**src/rtl/alu_imm_ctrl_pkg.sv**
```systemverilog
// Shared types and constants for the register-immediate ALU instruction controller.
package alu_imm_pkg;

  typedef enum logic [3:0] {
    S_IDLE  = 4'd0,
    S_RD_A  = 4'd1,
    S_LD_A  = 4'd2,
    S_IMM   = 4'd3,
    S_LD_B  = 4'd4,
    S_EXEC  = 4'd5,
    S_LATCH = 4'd6,
    S_WB    = 4'd7,
    S_DONE  = 4'd8,
    S_ERR   = 4'd9
  } state_t;

  typedef enum logic [1:0] {
    ALU_ADD = 2'b00,
    ALU_SUB = 2'b01,
    ALU_AND = 2'b10,
    ALU_OR  = 2'b11
  } alu_op_t;

  localparam int unsigned OPC_ADDI = 1;
  localparam int unsigned OPC_SUBI = 2;
  localparam int unsigned OPC_ANDI = 3;
  localparam int unsigned OPC_ORI  = 4;

endpackage

```
**src/rtl/alu_imm_ctrl_if.sv**
```systemverilog
// Instruction handshake and shared-bus control signals of the immediate ALU controller.
interface alu_imm_ctrl_if #(
  parameter int unsigned DATA_W = 16,
  parameter int unsigned NREG   = 6,
  parameter int unsigned SEL_W  = 6,
  parameter int unsigned IMM_W  = 6,
  parameter int unsigned OPC_W  = 4
);
  localparam int unsigned INSTR_W = OPC_W + SEL_W + IMM_W;

  logic               start;
  logic [INSTR_W-1:0] instruction;
  logic               busy;
  logic               done;
  logic               illegal;
  logic [NREG-1:0]    rx_out;
  logic [NREG-1:0]    rx_in;
  logic               alu_in0;
  logic               alu_in1;
  logic [1:0]         alu_op;
  logic               alu_out_latch;
  logic               alu_out_en;
  logic               imm_en;
  logic [DATA_W-1:0]  imm_out;
  logic               pc_inc;

  modport master (
    output start, instruction,
    input  busy, done, illegal, rx_out, rx_in, alu_in0, alu_in1, alu_op,
           alu_out_latch, alu_out_en, imm_en, imm_out, pc_inc
  );

  modport slave (
    input  start, instruction,
    output busy, done, illegal, rx_out, rx_in, alu_in0, alu_in1, alu_op,
           alu_out_latch, alu_out_en, imm_en, imm_out, pc_inc
  );
endinterface

```
**src/rtl/alu_imm_ctrl_onehot_dec.sv**
```systemverilog
// Binary select to one-hot enable (MSB = index 0) with an in-range flag.
module onehot_dec #(
  parameter int unsigned N = 6,
  parameter int unsigned W = 6
) (
  input  logic [W-1:0] sel,
  output logic [N-1:0] onehot_c,
  output logic         in_range_c
);

  for (genvar i = 0; i < N; i++) begin : g_bit
    assign onehot_c[N-1-i] = (sel == W'(i));
  end

  assign in_range_c = ({1'b0, sel} < (W+1)'(N));

endmodule

```
**src/rtl/alu_imm_ctrl.sv**
```systemverilog
// Control FSM sequencing the shared bus for ADDI/SUBI/ANDI/ORI.
// Optional ALU_IMM_SIGN_EXT_EN: sign-extend the immediate for ADDI/SUBI.
module alu_imm_ctrl
  import alu_imm_pkg::*;
#(
  parameter int unsigned DATA_W = 16,
  parameter int unsigned NREG   = 6,
  parameter int unsigned SEL_W  = 6,
  parameter int unsigned IMM_W  = 6,
  parameter int unsigned OPC_W  = 4
) (
  input logic           clk,
  input logic           rst,
  alu_imm_ctrl_if.slave bus
);

  localparam int unsigned INSTR_W = OPC_W + SEL_W + IMM_W;

  state_t            state_q, state_d;
  logic [OPC_W-1:0]  opc_q, opc_in;
  logic [SEL_W-1:0]  sel_q, sel_in, sel_dec;
  logic [IMM_W-1:0]  imm_in;
  logic [DATA_W-1:0] imm_ext_c;
  logic [NREG-1:0]   sel_oh_c;
  logic              sel_ok_c, opc_ok_c, accept_c;
  alu_op_t           alu_sel_c;

  logic              busy_d, done_d, illegal_d, pc_inc_d;
  logic              alu_in0_d, alu_in1_d, alu_out_latch_d, alu_out_en_d, imm_en_d;
  logic [NREG-1:0]   rx_out_d, rx_in_d;
  logic [1:0]        alu_op_d;
  logic [DATA_W-1:0] imm_d;

  assign opc_in   = bus.instruction[INSTR_W-1 -: OPC_W];
  assign sel_in   = bus.instruction[IMM_W +: SEL_W];
  assign imm_in   = bus.instruction[IMM_W-1:0];
  assign accept_c = (state_q == S_IDLE) && bus.start;
  assign opc_ok_c = opc_in inside {OPC_W'(OPC_ADDI), OPC_W'(OPC_SUBI),
                                   OPC_W'(OPC_ANDI), OPC_W'(OPC_ORI)};

  // Decode the select that will be live next cycle: fresh at accept, captured otherwise.
  assign sel_dec = accept_c ? sel_in : sel_q;

  onehot_dec #(.N(NREG), .W(SEL_W)) u_dec (
    .sel        (sel_dec),
    .onehot_c   (sel_oh_c),
    .in_range_c (sel_ok_c)
  );

  always_comb begin
    imm_ext_c = DATA_W'(imm_in);
`ifdef ALU_IMM_SIGN_EXT_EN
    if (opc_in == OPC_W'(OPC_ADDI) || opc_in == OPC_W'(OPC_SUBI))
      imm_ext_c = DATA_W'($signed(imm_in));
`endif
  end

  always_comb begin
    case (opc_q)
      OPC_W'(OPC_SUBI): alu_sel_c = ALU_SUB;
      OPC_W'(OPC_ANDI): alu_sel_c = ALU_AND;
      OPC_W'(OPC_ORI):  alu_sel_c = ALU_OR;
      default:          alu_sel_c = ALU_ADD;
    endcase
  end

  // Next state, then the Moore outputs of that next state so they can be registered.
  always_comb begin
    state_d         = state_q;
    busy_d          = 1'b0;
    done_d          = 1'b0;
    illegal_d       = 1'b0;
    pc_inc_d        = 1'b0;
    alu_in0_d       = 1'b0;
    alu_in1_d       = 1'b0;
    alu_out_latch_d = 1'b0;
    alu_out_en_d    = 1'b0;
    imm_en_d        = 1'b0;
    rx_out_d        = '0;
    rx_in_d         = '0;
    alu_op_d        = 2'b00;
    imm_d           = bus.imm_out;

    case (state_q)
      S_IDLE:  if (bus.start) state_d = (opc_ok_c && sel_ok_c) ? S_RD_A : S_ERR;
      S_RD_A:  state_d = S_LD_A;
      S_LD_A:  state_d = S_IMM;
      S_IMM:   state_d = S_LD_B;
      S_LD_B:  state_d = S_EXEC;
      S_EXEC:  state_d = S_LATCH;
      S_LATCH: state_d = S_WB;
      S_WB:    state_d = S_DONE;
      default: state_d = S_IDLE;
    endcase

    case (state_d)
      S_RD_A:  begin rx_out_d = sel_oh_c; pc_inc_d = 1'b1; end
      S_LD_A:  begin rx_out_d = sel_oh_c; alu_in0_d = 1'b1; end
      S_IMM:   imm_en_d = 1'b1;
      S_LD_B:  begin imm_en_d = 1'b1; alu_in1_d = 1'b1; end
      S_EXEC:  alu_op_d = alu_sel_c;
      S_LATCH: begin alu_op_d = alu_sel_c; alu_out_latch_d = 1'b1; end
      S_WB:    begin alu_out_en_d = 1'b1; rx_in_d = sel_oh_c; end
      S_DONE:  done_d = 1'b1;
      S_ERR:   begin done_d = 1'b1; illegal_d = 1'b1; pc_inc_d = 1'b1; end
      default: ;
    endcase

    busy_d = (state_d != S_IDLE);
    if (accept_c)              imm_d = imm_ext_c;
    else if (state_d == S_IDLE) imm_d = '0;
  end

  always_ff @(posedge clk) begin
    if (rst) begin
      state_q           <= S_IDLE;
      opc_q             <= '0;
      sel_q             <= '0;
      bus.busy          <= 1'b0;
      bus.done          <= 1'b0;
      bus.illegal       <= 1'b0;
      bus.pc_inc        <= 1'b0;
      bus.alu_in0       <= 1'b0;
      bus.alu_in1       <= 1'b0;
      bus.alu_out_latch <= 1'b0;
      bus.alu_out_en    <= 1'b0;
      bus.imm_en        <= 1'b0;
      bus.rx_out        <= '0;
      bus.rx_in         <= '0;
      bus.alu_op        <= 2'b00;
      bus.imm_out       <= '0;
    end else begin
      state_q <= state_d;
      if (accept_c) begin
        opc_q <= opc_in;
        sel_q <= sel_in;
      end
      bus.busy          <= busy_d;
      bus.done          <= done_d;
      bus.illegal       <= illegal_d;
      bus.pc_inc        <= pc_inc_d;
      bus.alu_in0       <= alu_in0_d;
      bus.alu_in1       <= alu_in1_d;
      bus.alu_out_latch <= alu_out_latch_d;
      bus.alu_out_en    <= alu_out_en_d;
      bus.imm_en        <= imm_en_d;
      bus.rx_out        <= rx_out_d;
      bus.rx_in         <= rx_in_d;
      bus.alu_op        <= alu_op_d;
      bus.imm_out       <= imm_d;
    end
  end

endmodule

```
**src/flat_wrapper.sv**
```systemverilog
// flat-port wrapper written by rule: the top's interface ports become plain ports
module alu_imm_ctrl_flat import alu_imm_pkg::*;
#(
  parameter int unsigned DATA_W = 16,
  parameter int unsigned NREG   = 6,
  parameter int unsigned SEL_W  = 6,
  parameter int unsigned IMM_W  = 6,
  parameter int unsigned OPC_W  = 4
)
  (clk, rst, bus_start, bus_instruction, bus_busy, bus_done, bus_illegal, bus_rx_out, bus_rx_in, bus_alu_in0, bus_alu_in1, bus_alu_op, bus_alu_out_latch, bus_alu_out_en, bus_imm_en, bus_imm_out, bus_pc_inc);
  alu_imm_ctrl_if #(.DATA_W(DATA_W), .NREG(NREG), .SEL_W(SEL_W), .IMM_W(IMM_W), .OPC_W(OPC_W)) bus_i ();
  input logic clk;
  input logic rst;
  input wire logic [$bits(bus_i.start)-1:0] bus_start;
  input wire logic [$bits(bus_i.instruction)-1:0] bus_instruction;
  output wire logic [$bits(bus_i.busy)-1:0] bus_busy;
  output wire logic [$bits(bus_i.done)-1:0] bus_done;
  output wire logic [$bits(bus_i.illegal)-1:0] bus_illegal;
  output wire logic [$bits(bus_i.rx_out)-1:0] bus_rx_out;
  output wire logic [$bits(bus_i.rx_in)-1:0] bus_rx_in;
  output wire logic [$bits(bus_i.alu_in0)-1:0] bus_alu_in0;
  output wire logic [$bits(bus_i.alu_in1)-1:0] bus_alu_in1;
  output wire logic [$bits(bus_i.alu_op)-1:0] bus_alu_op;
  output wire logic [$bits(bus_i.alu_out_latch)-1:0] bus_alu_out_latch;
  output wire logic [$bits(bus_i.alu_out_en)-1:0] bus_alu_out_en;
  output wire logic [$bits(bus_i.imm_en)-1:0] bus_imm_en;
  output wire logic [$bits(bus_i.imm_out)-1:0] bus_imm_out;
  output wire logic [$bits(bus_i.pc_inc)-1:0] bus_pc_inc;
  assign bus_i.start = bus_start;
  assign bus_i.instruction = bus_instruction;
  assign bus_busy = bus_i.busy;
  assign bus_done = bus_i.done;
  assign bus_illegal = bus_i.illegal;
  assign bus_rx_out = bus_i.rx_out;
  assign bus_rx_in = bus_i.rx_in;
  assign bus_alu_in0 = bus_i.alu_in0;
  assign bus_alu_in1 = bus_i.alu_in1;
  assign bus_alu_op = bus_i.alu_op;
  assign bus_alu_out_latch = bus_i.alu_out_latch;
  assign bus_alu_out_en = bus_i.alu_out_en;
  assign bus_imm_en = bus_i.imm_en;
  assign bus_imm_out = bus_i.imm_out;
  assign bus_pc_inc = bus_i.pc_inc;
  alu_imm_ctrl #(.DATA_W(DATA_W), .NREG(NREG), .SEL_W(SEL_W), .IMM_W(IMM_W), .OPC_W(OPC_W)) u_core (.clk(clk), .rst(rst), .bus(bus_i));
endmodule
```
**config.mk**
```make
export PLATFORM = sky130hd
export DESIGN_NAME = alu_imm_ctrl_flat
export DESIGN_NICKNAME = d
export VERILOG_FILES = /design/src/rtl/alu_imm_ctrl_pkg.sv /design/src/rtl/alu_imm_ctrl_if.sv /design/src/rtl/alu_imm_ctrl_onehot_dec.sv /design/src/rtl/alu_imm_ctrl.sv /design/src/flat_wrapper.sv
export SDC_FILE = /design/constraint.sdc
export NUM_CORES = 1
export LEC_CHECK = 0
export BUFFER_PORTS_ARGS = -buffer_cell sky130_fd_sc_hd__buf_2
export CORE_ASPECT_RATIO = 0.9
export CORE_MARGIN = 8
export CORE_UTILIZATION = 49
export DETAILED_ROUTE_END_ITERATION = 10
export GPL_ROUTABILITY_DRIVEN = 0
export HOLD_SLACK_MARGIN = 0.06
export PLACE_DENSITY = 0.83
export SKIP_CTS_REPAIR_TIMING = 1
export SYNTH_ARGS = -nofsm -noshare
export SYNTH_HDL_FRONTEND = slang
export SYNTH_SLANG_ARGS = --single-unit
```
**constraint.sdc**
```tcl
create_clock -name clk -period 1.6 [get_ports clk]
set_input_delay 0 -clock clk [delete_from_list [all_inputs] [get_ports clk]]
set_output_delay 0 -clock clk [all_outputs]
set_load 0.01 [all_outputs]
```
# After elaboration in Yosys (flattened, before gate mapping)
# Index checks and enable logic that the tools add are counted.
dict set report word_totals {
  reg_bits 43
  in_bits 19
  out_inout_bits 39
  word_cells 79
}
dict set report op_classes {
  order_cmp 1
  eq_ne 28
  n_mux 15
  bitwise_logic 3
  reduce_logical 16
}
# operator count
set ops {}
lappend ops {{$eq 4x3->1 const B} 10}
lappend ops {{$eq 4x2->1 const B} 8}
lappend ops {{$pmux 4 s8} 1}
lappend ops {{$mux 6} 3}
lappend ops {{$reduce_or 2->1} 8}
lappend ops {{$eq 4x1->1 const B} 3}
lappend ops {{$eq 6x2->1 const B} 2}
lappend ops {{$eq 6x3->1 const B} 2}
lappend ops {{$eq 4x4->1 const B} 2}
lappend ops {{$logic_not 4->1} 2}
lappend ops {{$mux 1} 8}
lappend ops {{$mux 4} 2}
lappend ops {{$reduce_bool 4->1} 2}
lappend ops {{$eq 6x1->1 const B} 1}
lappend ops {{$logic_not 6->1} 1}
lappend ops {{$lt 6x3->1 const B} 1}
lappend ops {{$pmux 2 s3} 1}
lappend ops {{$not 1->1} 3}
lappend ops {{$logic_and 1x1->1} 2}
lappend ops {{$reduce_bool 2->1} 1}

# Depth between registers and ports, before layout
dict set report depth {
  word_depth 12
  ltp_mapped 7
  ltp_nobuf 4
}

# Modules after synthesis
# Synthesis repeated with hierarchy kept, for this count alone.
dict set report unflattened {
  cells_unflattened 191
  area_unflattened_um2 1711.6
}
# module n_inst cells_each area_per_inst_um2 seq_area_each_um2
set modules_own_cells {}
lappend modules_own_cells {alu_imm_ctrl 1 180 1630.3 860.8}
lappend modules_own_cells {onehot_dec 1 11 81.3 0.0}

# Worst setup path before layout
# No wires, ideal clock.
dict set report synth_path {
  path_type {register -> register}
  startpoint {register u_core.sel_q[1]}
  endpoint {register u_core.bus.illegal}
  setup_ps 115
  arrival_time_ps 1360
  required_time_ps 1485
  setup_slack_ps 126
  stages_incl_launch_ff 5
  path_buffers 0
  synth_period_minus_slack_ps 1474
  path_cell_list {dfxtp_1 > a2111oi_0 > a21boi_1 > o2111ai_2 > and2_1}
}
dict set report synth_via {
  elab_chain_cells 8
}
# element line
set synth_lines {}
lappend synth_lines {{start, declared} alu_imm_ctrl.sv:21} ;# logic [SEL_W-1:0] sel_q, sel_in, sel_dec;
lappend synth_lines {{start signal, assigned} alu_imm_ctrl.sv:136} ;# sel_q <= sel_in;
lappend synth_lines {{$mux 6} alu_imm_ctrl.sv:42} ;# assign sel_dec = accept_c ? sel_in : sel_q;
lappend synth_lines {{$lt 6x3->1} alu_imm_ctrl_onehot_dec.sv:15} ;# assign in_range_c = ({1'b0, sel} < (W+1)'(N));
lappend synth_lines {{$logic_and 1x1->1} alu_imm_ctrl.sv:85} ;# S_IDLE: if (bus.start) state_d = (opc_ok_c && sel_ok_c) ? S_RD_A : S_ERR;
lappend synth_lines {{$mux 4 (2 in series)} alu_imm_ctrl.sv:85}
lappend synth_lines {{$pmux 4 s8} alu_imm_ctrl.sv:84} ;# case (state_q)
lappend synth_lines {{$eq 4x4->1} alu_imm_ctrl.sv:96} ;# case (state_d)
lappend synth_lines {{$mux 1} alu_imm_ctrl.sv:96}
lappend synth_lines {{end signal, assigned} alu_imm_ctrl.sv:140} ;# bus.illegal <= illegal_d;
lappend synth_lines {{end, declared} alu_imm_ctrl_if.sv:35} ;# output busy, done, illegal, rx_out, rx_in, alu_in0, alu_in1, alu_op,
# Every way passes these cells.
# A chain may end at the register's enable or synchronous reset.

# Worst setup path after layout
dict set report layout_path {
  startpoint {register u_core.sel_q[5]}
  endpoint {register u_core.bus.rx_out[4]}
}
dict set report layout_via {
  elab_chain_cells 10
  elab_cells_between_ends 12
  classes_between {1 x order compare; 3 x eq/ne; 4 x mux; 1 x bitwise; 3 x reduce/logical}
}
# element line
set layout_lines {}
lappend layout_lines {{$mux 6 (*)} alu_imm_ctrl.sv:42}
lappend layout_lines {{$lt 6x3->1} alu_imm_ctrl_onehot_dec.sv:15}
lappend layout_lines {{$logic_and 1x1->1} alu_imm_ctrl.sv:85}
lappend layout_lines {{$mux 4 (2 in series)} alu_imm_ctrl.sv:85}
lappend layout_lines {{$pmux 4 s8} alu_imm_ctrl.sv:84}
lappend layout_lines {{$eq 4x1->1 / $eq 4x2->1 (equally long branches)} alu_imm_ctrl.sv:96}
lappend layout_lines {{$reduce_or 2->1 (no source line)} -}
lappend layout_lines {{$not 1->1 (no source line)} -}
lappend layout_lines {{$reduce_or 2->1 (no source line)} -}
lappend layout_lines {{end signal, assigned} alu_imm_ctrl.sv:147} ;# bus.rx_out <= rx_out_d;
lappend layout_lines {{end, declared} alu_imm_ctrl_if.sv:35}
# Every way passes the cells marked *; elsewhere a longest branch is shown, timed or not.

==> results.toml <==
[timing]
clock_skew_ps = 4.294
period_needed_ps = 1561
setup_viol_count_final = 0
fmax_ghz = 0.6407
max_slew.worst_pin.slew_ps = 565.2
fin_setup_tns_ps = 0
whs_ps = 108.0
post-route-period-util_pct = 97.54
timing.final.max_slew_violations = 0
hold_viol = 0
max_slew_margin_pct = 61.97

[yosys]
synth_top_area_share_pct = 50.85
synth_async_sr_flop_share_pct = 0
synth_area_leaders = "dfxtp_1 51%, buf_4 5.8%, nand2_1 5.5%"
ys_seq_area_share_pct = 50.85
avgSynthCellArea_um2 = 9.353
synth.distinct_cells = 43
synth_edf_count = 0
netlist_area_um2 = 1693
yosys_register_bits = 43
synthFlopType = "dfxtp_1"
yosys.area.top_type = "dfxtp_1"
ys_warn_count = 0
syn_inst = 181

[clock_tree]
clock-root-buffer = "clkbuf_8"
clk_pin_slew_ps = 80
cts_tree = "yes"
cts.sinks = 43
cts-htree-levels = 2
cts_buffer_depth = 2
worstSkewPairLatency_ps = 300
cts_buffers = 5

[final_layout]
utilization_pct = 70.41
final_common_cell = "buf_2"
n_fill_cell = 255
n_antenna_cell = 0
layout_common_cells = "47 x buf_2, 40 x dfxtp_1, 25 x nand2_1, 18 x nor2_1, 18 x dlygate4sd3_1"
area_growth_syn_to_layout_pct = 39.47
post_layout_nonfiller_instances = 306
drive_above_1_share_pct = 34.73
nets = 280

[floorplan]
design.core.area_um2 = 3353
row_count = 20
initial_core_util_pct = 50.49
die_w_um = 77.96
die_area_um2 = 5594
dieHeight_um = 71.76
ioPinCount = 58

[drt]
drt_pre_antenna_iters = 4
drc = 0
detail_route.wl_per_cell_um = 13.61
vias = 1511
drt_iter0_markers = 62
vias_per_cell = 4.938
drtAntennaViolNets = 0
routed_wl_mm = 4.164

[setup_path]
cp.arrival_ps = 1780
crit_type = "register to register"
crit_fanout = 4
worst_setup_path_end_kind = "register"
crit_path_start_kind = "register"
cp_data_required_time_ps = 1820

[run_status]
outcome = "complete, no violations"

[global_route]
grtUsageTotal_pct = 13.85
overflow = 0
antenna_found_initial = 0
grt_max_degree = 19
grt_pass1_vias = 1372
grt_first_pass_wirelength_mm = 6.216

[placement]
dp_cells = 279
portBuffers = 47
hpwl_mm = 2.898

[pwr]
peakVddDrop_uv = 605.7
finalPower_mw = 2.407
leakage_nw = 1.041
power.density_nw_per_um2 = 1019

[job]
drv_cap = 0

[hold_path]
hp-class = "primary input to register"
through the flow:
stage               cell area [um^2]  setup WS (ps)
floorplan                       1727          125.5
global placement                2019         -13.84
detailed placement              2019         -99.14
CTS                             2105         -110.5
global route                    2361         -6.324
finish                          2361          39.31
Yosys cell counts, drive strengths merged (3+ instances only):
cell type and n:
nor2 19, nor4 5, a21oi 12, and2 5
dfxtp 43, a22oi 6, nor3 9, nand2 25
inv 3, buf 14, clkbuf 4, a211oi 3
path summary, 6_finish.rpt:
| check | from | to | slack, ps | cells past startpoint |
|---|---|---|---|---|
| worst min register to register | u_core.opc_q[0]$_SDFFE_PP0N_ | u_core.bus.alu_op[0]$_SDFF_PP0_ | 470 | 1 |
| worst max-delay path | u_core.sel_q[5]$_SDFF_PP0_ | u_core.bus.rx_out[4]$_SDFF_PP0_ | 40 | 4 |
| worst max register to register | u_core.sel_q[5]$_SDFF_PP0_ | u_core.bus.rx_out[4]$_SDFF_PP0_ | 40 | 4 |
| worst min-delay path | bus_start | u_core.state_q[0]$_SDFF_PP0_ | 110 | 3 |
critical path, cell delays in order (launching register included):
cell and delay, ps:
dfxtp_2 340, buf_4 140, or4_4 420, o32a_1 420, a211oi_2 150
cell families (layout without fill, tap and decap cells):
logic type | after synthesis | after routing | share of synthesized area (%)
and+or+nand+nor | 76 | 76 | 22.40
DFF | 43 | 43 | 50.85
AOI/OAI and AO/OA | 36 | 36 | 16.78
buffers and inverters | 21 | 93 | 7.612
xor gates and xnor gates | 3 | 3 | 1.552
other | 1 | 10 | 0.2215
muxes | 1 | 1 | 0.5913
routing by layer:
| layer | track usage [%] | wire length, um | part of all wire, % | up-vias |
|---|---|---|---|---|
| met2 | 20.30 | 1870 | 45 | 58 |
| met1 | 16.94 | 1828 | 44 | 670 |
| met5 | 0 | 0 | 0 | - |
| met4 | 7.392 | 88 | 2.1 | 0 |
| met3 | 5.625 | 376 | 9.0 | 7 |
| li1 | - | - | - | 776 |
state kept, by name, summed over array words and instances, names as in the netlist:
name,cells
u_core.bus.alu_in1,1
u_core.bus.illegal,1
u_core.bus.imm_en,1
u_core.opc_q,4
u_core.bus.pc_inc,1
u_core.bus.alu_in0,1
u_core.bus.busy,1
u_core.bus.alu_op,2
u_core.bus.rx_out,6
u_core.bus.rx_in,6
u_core.bus.imm_out,6
u_core.bus.done,1
u_core.sel_q,6
u_core.state_q,4
u_core.bus.alu_out_en,1
u_core.bus.alu_out_latch,1
power breakdown:
group          leakage [nW]  total (mW)  internal [mW]  switching [mW]
registers             0.351        1.18           1.13          0.0481
clock network        0.0412       0.659          0.305           0.354
logic                 0.648       0.566          0.271           0.295
cell type report:
class / count / area, um^2 / share of cell area (%)
Clock buffer: 6 / 72.57 / 3.074
Clock inverter: 2 / 12.51 / 0.5299
Inverter: 3 / 11.26 / 0.4769
Multi-Input combinational cell: 126 / 802.0 / 33.97
Sequential cell: 43 / 864.6 / 36.62
Tap cell: 44 / 55.05 / 2.332
Timing Repair Buffer: 82 / 543.0 / 23.00
Note: power is estimated with default switching activity, not from simulation.
